## config.mk

```make
export PLATFORM = sky130hd
export DESIGN_NAME = game_timer
export DESIGN_NICKNAME = d
export VERILOG_FILES = /design/src/rtl/game_timer.sv
export SDC_FILE = /design/constraint.sdc
export NUM_CORES = 1
export LEC_CHECK = 0
export ABC_CLOCK_PERIOD_IN_PS = 7000
export BUFFER_PORTS_ARGS = -buffer_cell sky130_fd_sc_hd__buf_2
export CORE_MARGIN = 10
export CORE_UTILIZATION = 45
export CTS_BUF_LIST = sky130_fd_sc_hd__clkbuf_16
export DETAILED_ROUTE_END_ITERATION = 12
export PLACE_DENSITY = 0.62
export SKIP_CTS_REPAIR_TIMING = 1
export SLEW_MARGIN = 40
export SYNTH_ARGS = -nofsm -noshare
export SYNTH_HDL_FRONTEND = slang
export SYNTH_SLANG_ARGS = --single-unit
```

## constraint.sdc

```tcl
create_clock -name vga_clock -period 7 [get_ports vga_clock]
set_input_delay 0 -clock vga_clock [delete_from_list [all_inputs] [get_ports vga_clock]]
set_output_delay 0 -clock vga_clock [all_outputs]
set_load 0.02 [all_outputs]
```

## src/rtl/game_timer.sv

```systemverilog
// game_timer: level countdown timer for the HUD, game-over and sound cue logic.
// Counts whole seconds down from a loadable start value at TICKS_PER_SEC
// vga_clock cycles per second, with pause, saturating bonus-time addition,
// a low-time warning flag and BCD digits of the current count.
module game_timer #(
  parameter int TICKS_PER_SEC = 25_000_000,
  parameter int START_SECONDS = 25,
  parameter int MAX_SECONDS   = 999,
  parameter int WARN_SECONDS  = 10,
  parameter int SEC_W         = 10
) (
  input  logic             vga_clock,
  input  logic             reset,
  input  logic             start,
  input  logic             pause,
  input  logic             load,
  input  logic [SEC_W-1:0] load_value,
  input  logic             add,
  input  logic [SEC_W-1:0] add_amount,
  output logic [SEC_W-1:0] seconds,
  output logic [3:0]       bcd_hundreds,
  output logic [3:0]       bcd_tens,
  output logic [3:0]       bcd_ones,
  output logic             running,
  output logic             warning,
  output logic             sec_pulse,
  output logic             expired_pulse,
  output logic             done
);

  // Tick counter spans 0..TICKS_PER_SEC-1; one bit minimum keeps the
  // declaration legal for the smallest allowed rate of 2.
  localparam int TICK_W = (TICKS_PER_SEC > 2) ? $clog2(TICKS_PER_SEC) : 1;

  localparam logic [TICK_W-1:0] TICK_LAST = TICK_W'(TICKS_PER_SEC - 1);
  localparam logic [SEC_W-1:0]  MAX_SEC   = SEC_W'(MAX_SECONDS);
  localparam logic [SEC_W:0]    MAX_EXT   = (SEC_W + 1)'(MAX_SECONDS);
  localparam logic [SEC_W-1:0]  START_SEC = SEC_W'(START_SECONDS);
  localparam logic [SEC_W-1:0]  WARN_SEC  = SEC_W'(WARN_SECONDS);
  localparam logic [SEC_W:0]    ONE_EXT   = (SEC_W + 1)'(1);

  typedef enum logic [1:0] {
    IDLE    = 2'd0,
    RUNNING = 2'd1,
    PAUSED  = 2'd2,
    EXPIRED = 2'd3
  } state_t;

  state_t              state_reg;
  logic [SEC_W-1:0]    seconds_reg;
  logic [TICK_W-1:0]   tick_reg;
  logic                sec_pulse_reg;
  logic                expired_pulse_reg;

  // Arithmetic helpers: all sums carry one extra bit so saturation sees
  // the true result before it is clipped to MAX_SECONDS.
  logic [SEC_W:0]      sum_ext;
  logic [SEC_W:0]      dec_ext;
  logic [SEC_W-1:0]    add_sat;
  logic [SEC_W-1:0]    dec_sat;
  logic [SEC_W-1:0]    sec_after_add;
  logic [SEC_W-1:0]    load_sat;
  logic                tick_wrap;
  logic                dec_ok;

  // Next-value arithmetic for add, decrement (with coincident add) and load.
  always_comb begin
    sum_ext       = {1'b0, seconds_reg} + {1'b0, add_amount};
    add_sat       = (sum_ext > MAX_EXT) ? MAX_SEC : sum_ext[SEC_W-1:0];
    sec_after_add = add ? add_sat : seconds_reg;

    // Decrement and bonus land on the same edge as a single combined update:
    // seconds - 1 + add_amount, saturated afterwards.
    if (add) begin
      dec_ext = sum_ext - ONE_EXT;
    end else begin
      dec_ext = {1'b0, seconds_reg} - ONE_EXT;
    end
    dec_sat   = (dec_ext > MAX_EXT) ? MAX_SEC : dec_ext[SEC_W-1:0];

    load_sat  = (load_value > MAX_SEC) ? MAX_SEC : load_value;
    tick_wrap = (tick_reg == TICK_LAST);
    // Never decrement below zero, even if RUNNING were somehow reached at 0.
    dec_ok    = (seconds_reg != '0);
  end

  // Timer state machine: reset > load > per-state start/pause/tick/add.
  always_ff @(posedge vga_clock) begin
    if (reset) begin
      state_reg         <= IDLE;
      seconds_reg       <= START_SEC;
      tick_reg          <= '0;
      sec_pulse_reg     <= 1'b0;
      expired_pulse_reg <= 1'b0;
    end else begin
      // Pulses are one cycle wide unless re-armed below.
      sec_pulse_reg     <= 1'b0;
      expired_pulse_reg <= 1'b0;

      if (load) begin
        state_reg   <= IDLE;
        seconds_reg <= load_sat;
        tick_reg    <= '0;
      end else begin
        case (state_reg)
          IDLE: begin
            tick_reg    <= '0;
            seconds_reg <= sec_after_add;
            if (start) begin
              if (sec_after_add != '0) begin
                state_reg <= RUNNING;
              end else begin
                // Starting with nothing on the clock expires immediately.
                state_reg         <= EXPIRED;
                expired_pulse_reg <= 1'b1;
              end
            end
          end

          RUNNING: begin
            if (pause) begin
              // Tick is held exactly where it was so the period resumes intact.
              state_reg   <= PAUSED;
              seconds_reg <= sec_after_add;
            end else if (tick_wrap && dec_ok) begin
              tick_reg      <= '0;
              seconds_reg   <= dec_sat;
              sec_pulse_reg <= 1'b1;
              // A coincident bonus can rescue the final second.
              if (dec_sat == '0) begin
                state_reg         <= EXPIRED;
                expired_pulse_reg <= 1'b1;
              end
            end else begin
              tick_reg    <= tick_wrap ? '0 : tick_reg + 1'b1;
              seconds_reg <= sec_after_add;
            end
          end

          PAUSED: begin
            seconds_reg <= sec_after_add;
            if (!pause) begin
              state_reg <= RUNNING;
            end
          end

          EXPIRED: begin
            // Bonus time is ignored once the level clock has run out.
            seconds_reg <= '0;
            tick_reg    <= '0;
          end

          default: begin
            state_reg <= IDLE;
            tick_reg  <= '0;
          end
        endcase
      end
    end
  end

  // Binary-to-BCD by shift-and-add-3 over the seconds register.
  logic [SEC_W+11:0] dd;

  always_comb begin
    dd             = '0;
    dd[SEC_W-1:0]  = seconds_reg;
    for (int i = 0; i < SEC_W; i++) begin
      for (int d = 0; d < 3; d++) begin
        if (dd[SEC_W + 4*d +: 4] >= 4'd5) begin
          dd[SEC_W + 4*d +: 4] = dd[SEC_W + 4*d +: 4] + 4'd3;
        end
      end
      dd = dd << 1;
    end
  end

  assign bcd_ones     = dd[SEC_W     +: 4];
  assign bcd_tens     = dd[SEC_W + 4 +: 4];
  assign bcd_hundreds = dd[SEC_W + 8 +: 4];

  // Status outputs decoded from registered state.
  assign seconds       = seconds_reg;
  assign running       = (state_reg == RUNNING);
  assign done          = (state_reg == EXPIRED);
  assign sec_pulse     = sec_pulse_reg;
  assign expired_pulse = expired_pulse_reg;
  assign warning       = (state_reg != EXPIRED) && (seconds_reg != '0) &&
                         (seconds_reg <= WARN_SEC);

endmodule

```

# After elaboration in Yosys (flattened, before gate mapping)
# Index checks and enable logic that the tools add are counted.
[word_totals] regBits=39 input_bits=26 word_cells=138
[op_classes] n_addsub=28 magnitude_cmp=28 n_eq_ne=10 mux=51 n_bitwise=1 n_reduce_logical=15
[op_table] op="4-bit by 3-bit greater-or-equal comparator with 1-bit output (second input constant)" count=21
[op_table] op="25-bit 2-to-1 mux" count=3
[op_table] op="10-bit 2-to-1 mux" count=7
[op_table] op="4-bit by 2-bit adder with 4-bit output (second input constant)" count=15
[op_table] op="4-bit 2-to-1 mux" count=15
[op_table] op="25-bit one-hot mux with 2 select lines" count=1
[op_table] op="10-bit one-hot mux with 3 select lines" count=1
[op_table] op="3-bit 2-to-1 mux" count=9
[op_table] op="25-bit by 1-bit adder with 25-bit output (second input constant)" count=1
[op_table] op="25-bit equality test (second input constant)" count=1
[op_table] op="11-bit by 10-bit > comparator with 1-bit output (second input constant)" count=2
[op_table] op="10-bit nonzero test" count=2
[op_table] op="3-bit by 2-bit adder with 3-bit output (second input constant)" count=6
[op_table] op="2-bit 2-to-1 mux" count=6
[op_table] op="10-bit by 10-bit adder with 11-bit output" count=1
[op_table] op="11-bit 2-to-1 mux" count=1
[op_table] op="10-bit by 1-bit subtractor with 11-bit output (second input constant)" count=1
[op_table] op="11-bit by 1-bit subtractor with 11-bit output (second input constant)" count=1
[op_table] op="10-bit > comparator (second input constant)" count=1
[op_table] op="10-bit by 4-bit less-or-equal comparator with 1-bit output (second input constant)" count=1
[op_table] op="10-bit logical NOT" count=1
[op_table] op="2-bit != test (second input constant)" count=4
[op_table] op="1-bit by 2-bit adder with 3-bit output (both inputs constant)" count=2
[op_table] op="1-bit by 3-bit greater-or-equal comparator with 1-bit output (both inputs constant)" count=2
[op_table] op="other kinds (17)" count=28

# Longest topological paths before layout
# Gate-level depths: netlist of the first run.
[logic_depth] word_depth=18 mapped_depth=36 mapped_depth_nobuf=34

# Worst setup path before layout of the first run
# No wires, ideal clock.
[synth_path] path_type="reg-to-output" from="register seconds_reg[7] (netlist: seconds[7])" to="output bcd_hundreds[2]" arrival_time_ps=6337 required_time_ps=7000 setup_slack_ps=663 stages_incl_launch_ff=37 path_cell_list="dfxtp_1 -> buf_2 -> inv_1 -> ha_1 -> inv_1 -> ha_1 -> buf_6 -> a21oi_2 -> xnor2_1 -> inv_1 -> ha_1 -> and2b_1 -> or4_1 -> o2111ai_2 -> ha_1 -> nand2b_1 -> o211ai_1 -> a2111oi_2 -> a21o_2 -> nand2b_1 -> ha_1 -> a21oi_1 -> inv_1 -> xnor2_2 -> ha_1 -> o21ai_1 -> a311oi_1 -> mux2_4 -> o21ai_2 -> xor2_1 -> inv_1 -> ha_1 -> inv_1 -> ha_1 -> a21oi_1 -> nor2_1 -> a21oi_1"
[synth_between] elab_chain_cells=14 elab_cells_between_ends=45
[synth_lines] item="start, declared" line_no="50" text="logic [SEC_W-1:0] seconds_reg;"
[synth_lines] item="start signal, assigned" line_no="102" text="seconds_reg <= load_sat;"
[synth_lines] item="start signal, assigned" line_no="108" text="seconds_reg <= sec_after_add;"
[synth_lines] item="start signal, assigned" line_no="124" text="seconds_reg <= sec_after_add;"
[synth_lines] item="4-bit by 2-bit adder with 4-bit output / 4-bit by 3-bit greater-or-equal comparator with 1-bit output (equally long branches)" line_no="171, 170"
[synth_lines] item="4-bit 2-to-1 mux *" line_no="170" text="if (dd[SEC_W + 4*d +: 4] >= 4'd5) begin"
[synth_lines] item="4-bit by 2-bit adder with 4-bit output / 4-bit by 3-bit greater-or-equal comparator with 1-bit output (equally long branches)" line_no="171, 170"
[synth_lines] item="4-bit 2-to-1 mux" line_no="170"
[synth_lines] item="4-bit by 2-bit adder with 4-bit output (tied with other cells)" line_no="171" text="dd[SEC_W + 4*d +: 4] = dd[SEC_W + 4*d +: 4] + 4'd3;"
[synth_lines] item="4-bit 2-to-1 mux / 3-bit 2-to-1 mux (equally long branches)" line_no="170"
[synth_lines] item="4-bit by 2-bit adder with 4-bit output (tied with other cells)" line_no="171"
[synth_lines] item="4-bit 2-to-1 mux / 3-bit 2-to-1 mux (equally long branches)" line_no="170"
[synth_lines] item="4-bit by 2-bit adder with 4-bit output (tied with other cells)" line_no="171"
[synth_lines] item="4-bit 2-to-1 mux / 3-bit 2-to-1 mux (equally long branches)" line_no="170"
[synth_lines] item="4-bit by 2-bit adder with 4-bit output (tied with other cells)" line_no="171"
[synth_lines] item="4-bit 2-to-1 mux / 3-bit 2-to-1 mux (equally long branches)" line_no="170"
[synth_lines] item="4-bit by 3-bit greater-or-equal comparator with 1-bit output / 3-bit by 2-bit adder with 3-bit output (equally long branches)" line_no="170, 171"
[synth_lines] item="3-bit 2-to-1 mux *" line_no="170"
[synth_lines] item="end, declared" line_no="21" text="output logic [3:0] bcd_hundreds,"
# Every way passes the cells marked *; elsewhere a longest branch is shown, timed or not.

# Final worst setup path of the first run
[layout_path] from="register seconds_reg[8] (netlist: seconds[8])" to="output bcd_hundreds[2]"
[layout_between] elab_chain_cells=16 elab_cells_between_ends=54
[layout_lines] item="4-bit by 2-bit adder with 4-bit output / 4-bit by 3-bit greater-or-equal comparator with 1-bit output (equally long branches)" line_no="171, 170"
[layout_lines] item="4-bit 2-to-1 mux *" line_no="170"
[layout_lines] item="4-bit by 2-bit adder with 4-bit output / 4-bit by 3-bit greater-or-equal comparator with 1-bit output (equally long branches)" line_no="171, 170"
[layout_lines] item="4-bit 2-to-1 mux" line_no="170"
[layout_lines] item="4-bit by 2-bit adder with 4-bit output (tied with other cells)" line_no="171"
[layout_lines] item="4-bit 2-to-1 mux / 3-bit 2-to-1 mux (equally long branches)" line_no="170"
[layout_lines] item="4-bit by 2-bit adder with 4-bit output (tied with other cells)" line_no="171"
[layout_lines] item="4-bit 2-to-1 mux / 3-bit 2-to-1 mux (equally long branches)" line_no="170"
[layout_lines] item="4-bit by 2-bit adder with 4-bit output (tied with other cells)" line_no="171"
[layout_lines] item="4-bit 2-to-1 mux / 3-bit 2-to-1 mux (equally long branches)" line_no="170"
[layout_lines] item="4-bit by 2-bit adder with 4-bit output (tied with other cells)" line_no="171"
[layout_lines] item="4-bit 2-to-1 mux / 3-bit 2-to-1 mux (equally long branches)" line_no="170"
[layout_lines] item="4-bit by 2-bit adder with 4-bit output (tied with other cells)" line_no="171"
[layout_lines] item="4-bit 2-to-1 mux / 3-bit 2-to-1 mux (equally long branches)" line_no="170"
[layout_lines] item="4-bit by 3-bit greater-or-equal comparator with 1-bit output / 3-bit by 2-bit adder with 3-bit output (equally long branches)" line_no="170, 171"
[layout_lines] item="3-bit 2-to-1 mux *" line_no="170"
# Marked as above.

==> flow_summary.ini, run 1 <==
[run_status]
status = finished, final reports clean

[clock_network]
worstSkewPairLatency_ns = 0.28
ctsHtreeMaxLevel = 2
cts.clk_slew.worst_paths_ns = 0.06
cts_tree = built
clockRootBuffer = clkbuf_16
cts_sinks = 39
max-clock-path-buffers = 2
cts_buffers = 5

[route]
wl_um = 14100
dr_total_vias = 5266
routedWlPerCell_um = 16.6
antenna_left = 0
drtIter0Drc = 342
avgViaCountPerCell = 6.20
drcViolationCount = 0
drtPass1Iterations = 5

[yosys]
synth_edf_count = 0
synth.top_cells.by_area = dfxtp_1 16%, ha_1 7.7%, nor2_1 5.9%
ys_seq_area_share_pct = 15.6
synth-seq-cells = 39
yosys_warnings = 0
netlist-cell-type-count = 101
synth.top_cell.area_share_pct = 15.6
syn_avg_cell_area_um2 = 7.46
synthArstFlopShare_pct = 0
synth_top_flop_cell = dfxtp_1
syn-cell-area_mm2 = 0.00501
syn-num-nets = 729
yosys.area.top_type = dfxtp_1
syn_inst = 671
synth_common_cells = 79 x nor2_1, 56 x nand2_1, 39 x a21oi_1, 39 x dfxtp_1, 33 x o21ai_0
yosysMostFrequentCell = nor2_1

[cells_and_area]
drive_above_1_share_pct = 18.2
multi_input_area_mm2 = 0.00406
register_area_um2 = 782
largest_reg_flops = 25
nets = 767
antenna_cells = 0
nFillCells = 1079
syn_to_final_growth_pct = 11.3

[placed_design]
preCtsSetupSlack_ns = 0.171
hpwl_um = 11000
place.gp.congestion = 0.878
io_buffers = 52

[worst_setup_path]
required_ns = 7.00
critical_path.startpoint = seconds[8]
arrival_ns = 6.51
r2r-end = seconds[0]
cp_slowest_cell = dfxtp_2
path_class = reg -> out
worst_setup_path_start_kind = register
rrSetupSlack_ns = 2.79
reg2reg_depth = 12
crit_end = bcd_hundreds[2]
r2r-start = seconds[1]
crit_path_end_kind = output pin
cp_max_fo = 9
crit_path_frequent_cell = ha_1
critPathMaxStageDelay_ns = 0.43

[sta]
post-route-min-period_ns = 6.51
fin_hold_ws_ns = 0.0240
worst_pin_slew_ns = 0.704
final-hold-violation-count = 0
final.setup_skew_ns = 0.00247
relSlewSlack_pct = 51.9
worst_slack_ns = 0.485
timing.final.max_slew_violations = 0
final.period_utilization_pct = 93.1
finalSetupTns_ns = 0
max_freq_mhz = 153
setup_viol = 0

[min_path]
hold_class = in -> reg

[die]
dieHeight_um = 125
dieArea_mm2 = 0.0157
ios = 53
design.core.area_mm2 = 0.0109
initial_core_util_pct = 46.0
die_x_um = 125
fp-row-count = 38

[global_route]
grt_pass1_vias = 4935
grt_first_pass_wirelength_um = 23500
grtUsageTotal_pct = 16.8
grt-ovfl-total = 0
antenna_found_initial = 0
grt_max_degree = 30

[power_and_ir_drop]
leakagePower_nw = 2.20
powerDensity_mw_per_mm2 = 329
vdd_drop_max_mv = 0.493

[job]
drv_cap = 0
-- through the flow --
stage,instance area (um2),total power (W),cells,utilization [%]
finish,5580,0.00184,850,51.2
detailed placement,5340,0.00156,841,49.0
global route,5580,0.00198,850,51.2
floorplan,5010,0.00130,671,-
global placement,5340,0.00152,841,49.0
CTS,5480,0.00178,849,50.3
-- worst min-delay path by stage --
| stage | from | end | slack [ns] | cells after the start |
|---|---|---|---|---|
| 3_3_place_gp | load_value[9] | seconds[9] | 0.32 | 3 |
| 6_report | load_value[9] | seconds[9] | 0.02 | 3 |
| 4_1_cts | load_value[9] | seconds[9] | 0.03 | 3 |
| 5_1_grt | load_value[9] | seconds[9] | 0.02 | 3 |
| 3_5_place_dp | load_value[9] | seconds[9] | 0.32 | 3 |
| 2_1_floorplan | load_value[8] | seconds[8] | 0.14 | 2 |
-- final cells by class --
class / count / share of cell area (%)
Inverter: 33 / 2.22
Tap cell: 140 / 3.14
Multi-Input combinational cell: 574 / 72.9
Sequential cell: 39 / 14.0
Clock inverter: 3 / 0.292
Timing Repair Buffer: 56 / 5.21
Clock buffer: 5 / 2.24
-- metal layers --
metal  GRT usage [%]  share of wire [%]
met1            22.3                 47
met2            26.8                 45
met3            2.49                5.3
met4            5.69                2.4
met5               0                  0
-- layout by cell type, fill, tap and decap left out, types with 5 or more instances in the layout --
cell type / synthesis / layout
clkbuf_16: 0 / 5
o22ai_1: 6 / 5
dfxtp_1: 39 / 38
nand3_1: 26 / 26
nand2b_1: 11 / 11
a31oi_1: 11 / 11
nor3_1: 15 / 15
a211oi_1: 14 / 14
nand4_1: 15 / 15
o21ai_0: 33 / 33
inv_1: 29 / 29
xor2_1: 7 / 6
nor4_1: 12 / 11
o211ai_1: 10 / 10
a21oi_1: 39 / 37
nor2_1: 79 / 79
nor2b_1: 9 / 9
o21a_1: 9 / 9
buf_2: 1 / 52
or3_1: 11 / 11
a21o_1: 10 / 10
ha_1: 31 / 28
a211o_1: 10 / 10
mux2i_1: 13 / 13
and3_1: 8 / 8
nand2_1: 56 / 56
xnor2_1: 17 / 17
a211oi_2: 5 / 5
-- report_power, final --
group | switching (W) | internal (W)
Clock | 0.0000932 | 0.000130
Sequential | 0.0000188 | 0.000229
Combinational | 0.000795 | 0.000570
-- cell families after synthesis --
family	after synthesis	share of synthesized area, %
multiplexers	19	4.32
AO/OA/AOI/OAI	221	34.0
adder cells (fa/ha/maj)	32	8.15
buffers and inverters	58	5.05
AND/OR/NAND/NOR	276	28.1
flip-flops	39	15.6
XOR/XNOR	26	4.85
-- critical path, delay by kind of cell (launching register included) --
family                     cells  cell delay, ns
buffers and inverters          7            0.63
and+or+nand+nor                4            0.62
adders and majority gates      8            1.75
AOI/OAI and AO/OA             12            1.97
muxes                          1            0.24
DFF                            1            0.43
xor gates and xnor gates       3            0.57
(Power assumes the default switching activity.)
==> run 2: changes to the inputs <==
--- a/config.mk
+++ b/config.mk
@@ -7,11 +7,13 @@
 export LEC_CHECK = 0
 export ABC_CLOCK_PERIOD_IN_PS = 7000
 export BUFFER_PORTS_ARGS = -buffer_cell sky130_fd_sc_hd__buf_2
+export CELL_PAD_IN_SITES_DETAIL_PLACEMENT = 0
+export CELL_PAD_IN_SITES_GLOBAL_PLACEMENT = 1
 export CORE_MARGIN = 10
 export CORE_UTILIZATION = 45
 export CTS_BUF_LIST = sky130_fd_sc_hd__clkbuf_16
 export DETAILED_ROUTE_END_ITERATION = 12
-export PLACE_DENSITY = 0.62
+export PLACE_DENSITY = 0.81
 export SKIP_CTS_REPAIR_TIMING = 1
 export SLEW_MARGIN = 40
 export SYNTH_ARGS = -nofsm -noshare
==> run 2 against run 1 <==
  * Critical path depth shrank 1
  * Register-to-register slack improved by 0.03 ns
  * Combinational power about the same
  * Sequential power is essentially flat
  * Global-route usage is 0.76 points higher
  * Via count shrank 0.44%
==> flow_summary.ini, run 2 (synthesis gave the netlist of run 1 again) <==
[worst_setup_path]
cp_slowest_cell = or4_1
cp_max_fo = 9
rrSetupSlack_ns = 2.82
reg2reg_depth = 12
required_ns = 7.00
r2r-end = seconds[0]
arrival_ns = 6.36
crit_path_frequent_cell = ha_1
path_class = reg -> out
worst_setup_path_start_kind = register
critPathMaxStageDelay_ns = 0.47
r2r-start = seconds[1]
crit_path_end_kind = output pin

[die]
fp-row-count = 38
design.core.area_mm2 = 0.0109
initial_core_util_pct = 46.0
ios = 53
die_x_um = 125
dieHeight_um = 125
dieArea_mm2 = 0.0157

[min_path]
hold_class = in -> reg
hold_path_end = seconds[7]
hold_start = load_value[7]
hold_path_depth = 3

[route]
drcViolationCount = 0
avgViaCountPerCell = 6.17
dr_total_vias = 5243
wl_um = 14400
drtIter0Drc = 365
drtPass1Iterations = 5
antenna_left = 0
routedWlPerCell_um = 17.0

[power_and_ir_drop]
design_power_total_w = 0.00186
vdd_drop_max_mv = 0.390
leakagePower_nw = 2.21
powerDensity_mw_per_mm2 = 333

[placed_design]
dp.cells = 841
preCtsSetupSlack_ns = 0.176
io_buffers = 52
place.gp.congestion = 0.896
hpwl_um = 11300

[cells_and_area]
largest_reg_flops = 25
instances_no_fill = 850
antenna_cells = 0
drive_above_1_share_pct = 17.9
layout.cells.most_common = nor2_1
final_cell_mix = 79 x nor2_1, 56 x nand2_1, 52 x buf_2
final_util_pct = 51.3
nets = 767
syn_to_final_growth_pct = 11.6

[sta]
rsz0062_at_grt = false
final-hold-violation-count = 0
worst_pin_slew_ns = 0.825
final.period_utilization_pct = 90.8
max_freq_mhz = 157
worst_slack_ns = 0.641
post-route-min-period_ns = 6.36
final.setup_skew_ns = 0.00540
setup_viol = 0
relSlewSlack_pct = 44.5
timing.final.max_slew_violations = 0

[clock_network]
cts_buffers = 5
max-clock-path-buffers = 2
cts_sinks = 39
clockRootBuffer = clkbuf_16
cts.clk_slew.worst_paths_ns = 0.06
ctsHtreeMaxLevel = 2
worstSkewPairLatency_ns = 0.28
cts_tree = built

[run_status]
status = finished, final reports clean

[global_route]
grtUsageTotal_pct = 17.5
grt_max_degree = 30
grt_first_pass_wirelength_um = 24500
grt-ovfl-total = 0
grt_pass1_vias = 5166
antenna_found_initial = 0

[job]
drv_cap = 0
-- run 2: cell count changes in the layout (fill, tap and decap cells not counted), sizes merged --
cell	delta
inv	-1
clkinvlp	-1
bufinv	+1
clkinv	+1
-- run 2: worst max-delay path: cells and delay by family (launching register included) --
| family | cells | cell delay, ns |
|---|---|---|
| compound gates | 10 | 1.47 |
| mux | 1 | 0.32 |
| simple gates | 4 | 0.98 |
| xor+xnor | 4 | 0.67 |
| flops | 1 | 0.38 |
| fa+ha+maj | 8 | 1.59 |
| buf+inv | 7 | 0.67 |
-- run 2: worst max-delay path by stage --
stage / from / to / slack, ns / cells after the start
after floorplan: seconds[7] / bcd_hundreds[2] / 0.66 / 36
after global placement: seconds[8] / bcd_hundreds[2] / 0.54 / 35
after detailed placement: seconds[8] / bcd_hundreds[1] / 0.18 / 34
after CTS: seconds[8] / bcd_hundreds[2] / -0.14 / 35
after global routing: seconds[8] / bcd_hundreds[2] / 0.004 / 35
final: seconds[8] / bcd_hundreds[1] / 0.64 / 34
-- run 2: layer usage --
layer  routed length, um  track usage, %  vias to the layer above
met4                 129            3.32                        0
met2                6870            30.2                      125
li1                    -               -                     2605
met1                6790            22.3                     2503
met5                   0               0                        -
met3                 642            3.00                       10
-- run 2: cell type report --
type / instances / area (um2)
inverter: 33 / 124
timing repair buffer: 56 / 290
clock buffer: 5 / 125
sequential: 39 / 782
tap: 140 / 175
fill: 1068 / 5300
multi-input combinational: 574 / 4050
clock inverter: 3 / 43.8
-- run 2: through the flow --
stage               cell area [um2]  hold WS, ns  TNS, ns
floorplan                      5010        0.141        0
global placement               5340        0.349        0
finish                         5590       0.0426        0
global route                   5590       0.0776        0
detailed placement             5340        0.346        0
CTS                            5510       0.0419   -0.311
-- run 2: report_power, final --
group	switching [W]	internal, W	total [W]
combinational	0.000780	0.000564	0.00134
sequential	0.0000181	0.000229	0.000247
clock	0.0000990	0.000168	0.000267
total	0.000897	0.000962	0.00186
